`src/rtl/uart_pkg.sv`:
```
// Shared UART definitions: FSM states, parity modes
// and the frame-length helper used by TX and RX.
package uart_pkg;

    typedef enum logic [2:0] {
        IDLE,
        START,
        DATA,
        PAR,
        STOP
    } uart_state_t;

    localparam int PAR_NONE = 0;
    localparam int PAR_ODD  = 1;
    localparam int PAR_EVEN = 2;

    // Clock cycles occupied by one complete frame on the line.
    function automatic int frame_len(
        input int clk_div,
        input int data_bits,
        input int parity,
        input int stop_bits
    );
        int par_bits;
        par_bits = (parity != PAR_NONE) ? 1 : 0;
        return clk_div * (1 + data_bits + par_bits + stop_bits);
    endfunction

endpackage

```
`src/rtl/uart_fifo.sv`:
```
// Single-clock FIFO queueing transmit words.
// Pointers carry one extra MSB to tell full from empty.
module uart_fifo #(
    parameter int WIDTH = 8,
    parameter int DEPTH = 4
) (
    input  logic             clk,
    input  logic             clr,
    input  logic             i_push,
    input  logic             i_pop,
    input  logic [WIDTH-1:0] i_wdata,
    output logic [WIDTH-1:0] o_rdata,
    output logic             o_full,
    output logic             o_empty
);

    localparam int AW = $clog2(DEPTH);

    logic [WIDTH-1:0] r_mem [DEPTH];
    logic [AW:0]      r_wptr;
    logic [AW:0]      r_rptr;
    logic             w_push;
    logic             w_pop;

    assign w_push  = i_push & ~o_full;
    assign w_pop   = i_pop & ~o_empty;
    assign o_empty = (r_wptr == r_rptr);
    assign o_full  = (r_wptr[AW-1:0] == r_rptr[AW-1:0]) &&
                     (r_wptr[AW] != r_rptr[AW]);
    assign o_rdata = r_mem[r_rptr[AW-1:0]];

    // Advance write/read pointers on accepted push/pop.
    always_ff @(posedge clk or negedge clr) begin
        if (!clr) begin
            r_wptr <= '0;
            r_rptr <= '0;
        end else begin
            if (w_push)
                r_wptr <= r_wptr + (AW+1)'(1);
            if (w_pop)
                r_rptr <= r_rptr + (AW+1)'(1);
        end
    end

    // Storage array; contents need no reset.
    always_ff @(posedge clk) begin
        if (w_push)
            r_mem[r_wptr[AW-1:0]] <= i_wdata;
    end

endmodule

```
`src/rtl/uart_tx_fifo.sv`:
```
// UART transmitter with configurable framing and a
// write-side FIFO; frames are sent back-to-back.
module uart_tx_fifo
    import uart_pkg::*;
#(
    parameter int CLK_DIV    = 16,
    parameter int DATA_BITS  = 8,
    parameter int PARITY     = 0,
    parameter int STOP_BITS  = 1,
    parameter int FIFO_DEPTH = 4
) (
    input  logic                 clk,
    input  logic                 clr,
    input  logic                 wr_en,
    input  logic [DATA_BITS-1:0] wr_data,
    output logic                 full,
    output logic                 empty,
    output logic                 overflow,
    output logic                 busy,
    output logic                 tx_done,
    output logic                 txd
);

    localparam int BW = $clog2(CLK_DIV);
    localparam int CW = $clog2(DATA_BITS + 1);
    localparam logic [BW-1:0] BAUD_MAX = BW'(CLK_DIV - 1);
    localparam logic [CW-1:0] BIT_MAX  = CW'(DATA_BITS - 1);
    localparam logic [CW-1:0] STOP_MAX = CW'(STOP_BITS - 1);

    uart_state_t          r_state;
    logic [BW-1:0]        r_baud;
    logic [CW-1:0]        r_bit;
    logic [DATA_BITS-1:0] r_shift;
    logic                 r_par;
    logic                 r_txd;
    logic                 r_ovf;

    logic [DATA_BITS-1:0] w_head;
    logic                 w_head_par;
    logic                 w_baud_end;
    logic                 w_last;
    logic                 w_pop;

    uart_fifo #(
        .WIDTH (DATA_BITS),
        .DEPTH (FIFO_DEPTH)
    ) u_fifo (
        .clk     (clk),
        .clr     (clr),
        .i_push  (wr_en),
        .i_pop   (w_pop),
        .i_wdata (wr_data),
        .o_rdata (w_head),
        .o_full  (full),
        .o_empty (empty)
    );

    assign w_baud_end = (r_baud == BAUD_MAX);
    assign w_last     = (r_state == STOP) && w_baud_end &&
                        (r_bit == STOP_MAX);
    assign w_pop      = ~empty & ((r_state == IDLE) | w_last);
    assign w_head_par = (PARITY == PAR_ODD) ? ~(^w_head) : (^w_head);

    assign txd      = r_txd;
    assign overflow = r_ovf;
    assign busy     = (r_state != IDLE);
    assign tx_done  = w_last;

    // Frame sequencer: baud/bit counting, shifting and the line register.
    always_ff @(posedge clk or negedge clr) begin
        if (!clr) begin
            r_state <= IDLE;
            r_baud  <= '0;
            r_bit   <= '0;
            r_shift <= '0;
            r_par   <= 1'b0;
            r_txd   <= 1'b1;
        end else begin
            if (r_state == IDLE)
                r_baud <= '0;
            else if (w_baud_end)
                r_baud <= '0;
            else
                r_baud <= r_baud + BW'(1);

            unique case (r_state)
                IDLE: begin
                end
                START: begin
                    if (w_baud_end) begin
                        r_state <= DATA;
                        r_bit   <= '0;
                        r_txd   <= r_shift[0];
                        r_shift <= r_shift >> 1;
                    end
                end
                DATA: begin
                    if (w_baud_end) begin
                        if (r_bit == BIT_MAX) begin
                            r_bit <= '0;
                            if (PARITY != PAR_NONE) begin
                                r_state <= PAR;
                                r_txd   <= r_par;
                            end else begin
                                r_state <= STOP;
                                r_txd   <= 1'b1;
                            end
                        end else begin
                            r_bit   <= r_bit + CW'(1);
                            r_txd   <= r_shift[0];
                            r_shift <= r_shift >> 1;
                        end
                    end
                end
                PAR: begin
                    if (w_baud_end) begin
                        r_state <= STOP;
                        r_bit   <= '0;
                        r_txd   <= 1'b1;
                    end
                end
                STOP: begin
                    if (w_baud_end) begin
                        if (r_bit == STOP_MAX)
                            r_state <= IDLE;
                        else
                            r_bit <= r_bit + CW'(1);
                    end
                end
                default: r_state <= IDLE;
            endcase

            if (w_pop) begin
                r_state <= START;
                r_txd   <= 1'b0;
                r_shift <= w_head;
                r_par   <= w_head_par;
            end
        end
    end

    // Flag a write that arrives while the FIFO is full.
    always_ff @(posedge clk or negedge clr) begin
        if (!clr)
            r_ovf <= 1'b0;
        else
            r_ovf <= wr_en & full;
    end

endmodule

```
`config.mk`:
```
export PLATFORM = sky130hd
export DESIGN_NAME = uart_tx_fifo
export DESIGN_NICKNAME = d
export VERILOG_FILES = /design/src/rtl/uart_pkg.sv /design/src/rtl/uart_fifo.sv /design/src/rtl/uart_tx_fifo.sv
export SDC_FILE = /design/constraint.sdc
export NUM_CORES = 1
export LEC_CHECK = 0
export ABC_AREA = 1
export CAP_MARGIN = 15
export CORE_ASPECT_RATIO = 1.75
export CORE_MARGIN = 2
export CORE_UTILIZATION = 55
export DETAILED_ROUTE_END_ITERATION = 7
export GPL_TIMING_DRIVEN = 1
export PLACE_DENSITY = 0.84
export SYNTH_ARGS = -nofsm -noshare
export SYNTH_HDL_FRONTEND = slang
export SYNTH_HIERARCHICAL = 1
export SYNTH_SLANG_ARGS = --single-unit
```
`constraint.sdc`:
```
create_clock -name clk -period 2.15 [get_ports clk]
set_input_delay 0.43 -clock clk [delete_from_list [all_inputs] [get_ports clk]]
set_output_delay 0.43 -clock clk [all_outputs]
set_load 0.05 [all_outputs]
```
==> impl_metrics.json <==
{
  "cp-start-kind": "flop",
  "fin_crit_sh_pct": 97.8,
  "path_class": "reg2out",
  "clk_pin_slew_ns": 0.07,
  "p_leak_nw": 1.54,
  "regArea_sq_um": 1640,
  "status": "complete, but fails checks",
  "cts_tree": "built",
  "rsz0062_at_grt": "false",
  "grt_pass1_wl_um": 8420,
  "tns_ns": 0,
  "fmax_ghz": 0.475,
  "synth_fa_ha_area_share_pct": 3.49,
  "root_buffer": "clkbuf_8",
  "grtUsageTotal_pct": 19.6,
  "port-buffer-count": 16,
  "synth-seq-cells": 59,
  "path_delay_family": "buffers and inverters",
  "max-slew-margin-rel_pct": 67.2,
  "tightestPinTransition_ns": 0.490,
  "slowest_delay_ns": 0.79,
  "synth_xor_area_share_pct": 1.53,
  "fp.coreArea_sq_um": 5020,
  "r2r_cells": 11,
  "crit_fanout": 2,
  "synth-simple-area-share_pct": 26.0,
  "synth_top_family_by_area": "simple AND/OR/NAND/NOR gates",
  "dp.cells": 369,
  "antenna_left": 0,
  "cts_buffer_depth": 2,
  "diodes": 0,
  "peakVddDrop_mv": 0.910,
  "path_cells": "clkdlybuf4s50_1",
  "fill_cells": 396,
  "wirelength_um": 5010,
  "muxShareOfSynthArea_pct": 0,
  "power_switching_share_pct": 40.8,
  "layout-drive-gt1-share_pct": 15.3,
  "final_cells": 387,
  "syn_area_sq_um": 2870,
  "initialDrtViolationCount": 103,
  "grt_pass1_vias": 2037,
  "cp_data_required_time_ns": 1.72,
  "boundaryPins": 17,
  "max_cap_violations": 0,
  "layout.nets": 347,
  "critPathSlowestCell": "clkdlybuf4s50_1",
  "grt_overflow": 0,
  "end_kind": "output pin",
  "insertion_delay_ns": 0.35,
  "drc": 1,
  "pwr-share-comb_pct": 42.0,
  "power_switching_mw": 2.03,
  "yosysWarnings": 6,
  "synth_seq_area_share_pct": 57.0,
  "path_buf_inv": 1,
  "fin_crit_ns": 2.10,
  "syn_inst": 298,
  "dp_hpwl_um": 3640,
  "cts_sinks": 59,
  "drv_slew": 0,
  "die_w_um": 58.6,
  "gp_congestion": 0.824,
  "regToRegStartpoint": "u_fifo/r_rptr[1]",
  "area_growth_pct": 17.4,
  "fin_worst_skew_ns": 0.00858,
  "dr_total_vias": 2063,
  "multiInputGateArea_sq_um": 1070,
  "rrSetupSlack_ns": 0.32,
  "num_rows": 34,
  "htreeDepth": 3,
  "drt_first_pass_iters": 6,
  "synth_compound_area_share_pct": 6.19,
  "power_density_nw_per_um2": 1480,
  "final_cell_mix": "72 x nand2_1, 34 x nand3_1, 32 x edfxtp_1",
  "die_height_um": 99.6,
  "r2r_end": "u_fifo/r_rptr[2]",
  "p_int_mw": 2.96,
  "via_per_inst": 5.33,
  "grt_max_degree": 28,
  "setup_viol": 0,
  "cts_buffers": 9,
  "dieArea_sq_um": 5840,
  "antenna_found_initial": 0,
  "clockPowerShare_pct": 22.3,
  "wl_per_cell_um": 13.0,
  "final_common_cell": "nand2_1",
  "hold_viol": 0,
  "synth_cell_types": 27,
  "arrival_ns": 1.67,
  "min-delay-path-class": "in2async",
  "p_seq_share_pct": 35.7,
  "violations": "DRC",
  "syn_area_per_cell_sq_um": 9.64,
  "syn_nets": 317,
  "initial_utilization_pct": 57.2
}
## kinds of logic after synthesis
logic type                 count (synthesis)
buffers and inverters                     36
AOI/OAI and AO/OA                         33
DFF                                       59
and+or+nand+nor                          157
adders and majority gates                  8
xor gates and xnor gates                   5
## synth_stat cells
master / n / share of area (%)
buf_2: 1 / 0.17
nor2_1: 31 / 4.1
nand2_2: 5 / 1.1
buf_4: 1 / 0.26
edfxtp_1: 32 / 33
ha_1: 8 / 3.5
inv_2: 2 / 0.26
nand3b_1: 2 / 0.52
nor3_1: 1 / 0.17
nand2_1: 72 / 9.4
clkinv_1: 1 / 0.13
nor2_4: 2 / 0.78
xor2_1: 4 / 1.2
dfrtp_1: 26 / 23
nand3_4: 1 / 0.61
inv_1: 27 / 3.5
nand2_4: 7 / 2.7
o21ai_0: 23 / 4.0
o21bai_1: 1 / 0.26
buf_6: 3 / 1.2
nand3_1: 34 / 5.9
nand3_2: 2 / 0.70
a21oi_1: 1 / 0.17
dfstp_2: 1 / 0.92
inv_4: 1 / 0.22
xnor2_1: 1 / 0.31
o22ai_1: 8 / 1.7
## flip-flops by register name, indices dropped and copies added (netlist names)
name           cells
r_baud             4
overflow           1
r_shift            8
txd                1
u_fifo/r_mem      32
u_fifo/r_rptr      3
r_state            3
u_fifo/r_wptr      3
r_bit              4
## what timing repair did
action                     in CTS  in global routing
setup endpoints to repair       0                  2
buffers inserted                0                  2
resized for setup               0                  1
hold buffers                    0                  0
## per-stage QoR
step	power, mW	util [%]	hold WS, ns	setup slack, ns	instance area (sq um)
floorplan	3.38	-	0.134	0.130	2880
global placement	3.81	62.4	0.453	0.298	3130
detailed placement	3.87	62.4	0.460	0.245	3130
CTS	5.01	66.8	0.452	0.0311	3360
global route	5.39	67.2	0.480	0.0131	3370
finish	4.99	67.2	0.449	0.0467	3370
## how the worst max path moves through the flow
stage | start | slack (ns) | to | cells after the start
3_3_place_gp | wr_en | 0.30 | u_fifo/r_mem[3][3] | 5
3_5_place_dp | u_fifo/r_rptr[1] | 0.25 | u_fifo/r_rptr[0] | 10
2_1_floorplan | u_fifo/r_rptr[0] | 0.13 | r_shift[6] | 12
5_1_grt | txd | 0.01 | txd | 1
6_report | txd | 0.05 | txd | 1
4_1_cts | txd | 0.03 | txd | 1
## power groups by stage
stage	combinational (mW)	clock [mW]	sequential, mW
after detailed placement	2.07	0	1.80
after CTS	2.09	1.14	1.78
after global placement	2.02	0	1.79
after global routing	2.39	1.19	1.82
final	2.09	1.11	1.78
after floorplan	1.64	0	1.74
## metal layers
metal | routed length [um] | part of all wire (%) | track usage (%)
met5 | 0 | 0 | 0
met4 | 208 | 4.1 | 14.7
met3 | 180 | 3.6 | 5.20
met2 | 2670 | 53 | 34.3
met1 | 1950 | 39 | 18.8
## area by class of cell
type,count,share of cell area (%)
sequential,59,48.6
clock inverter,7,3.01
multi-input combinational,203,31.8
clock buffer,9,3.67
inverter,31,3.53
tap,54,2.00
timing repair buffer,24,7.35
Note: power is estimated with default switching activity, not from simulation.
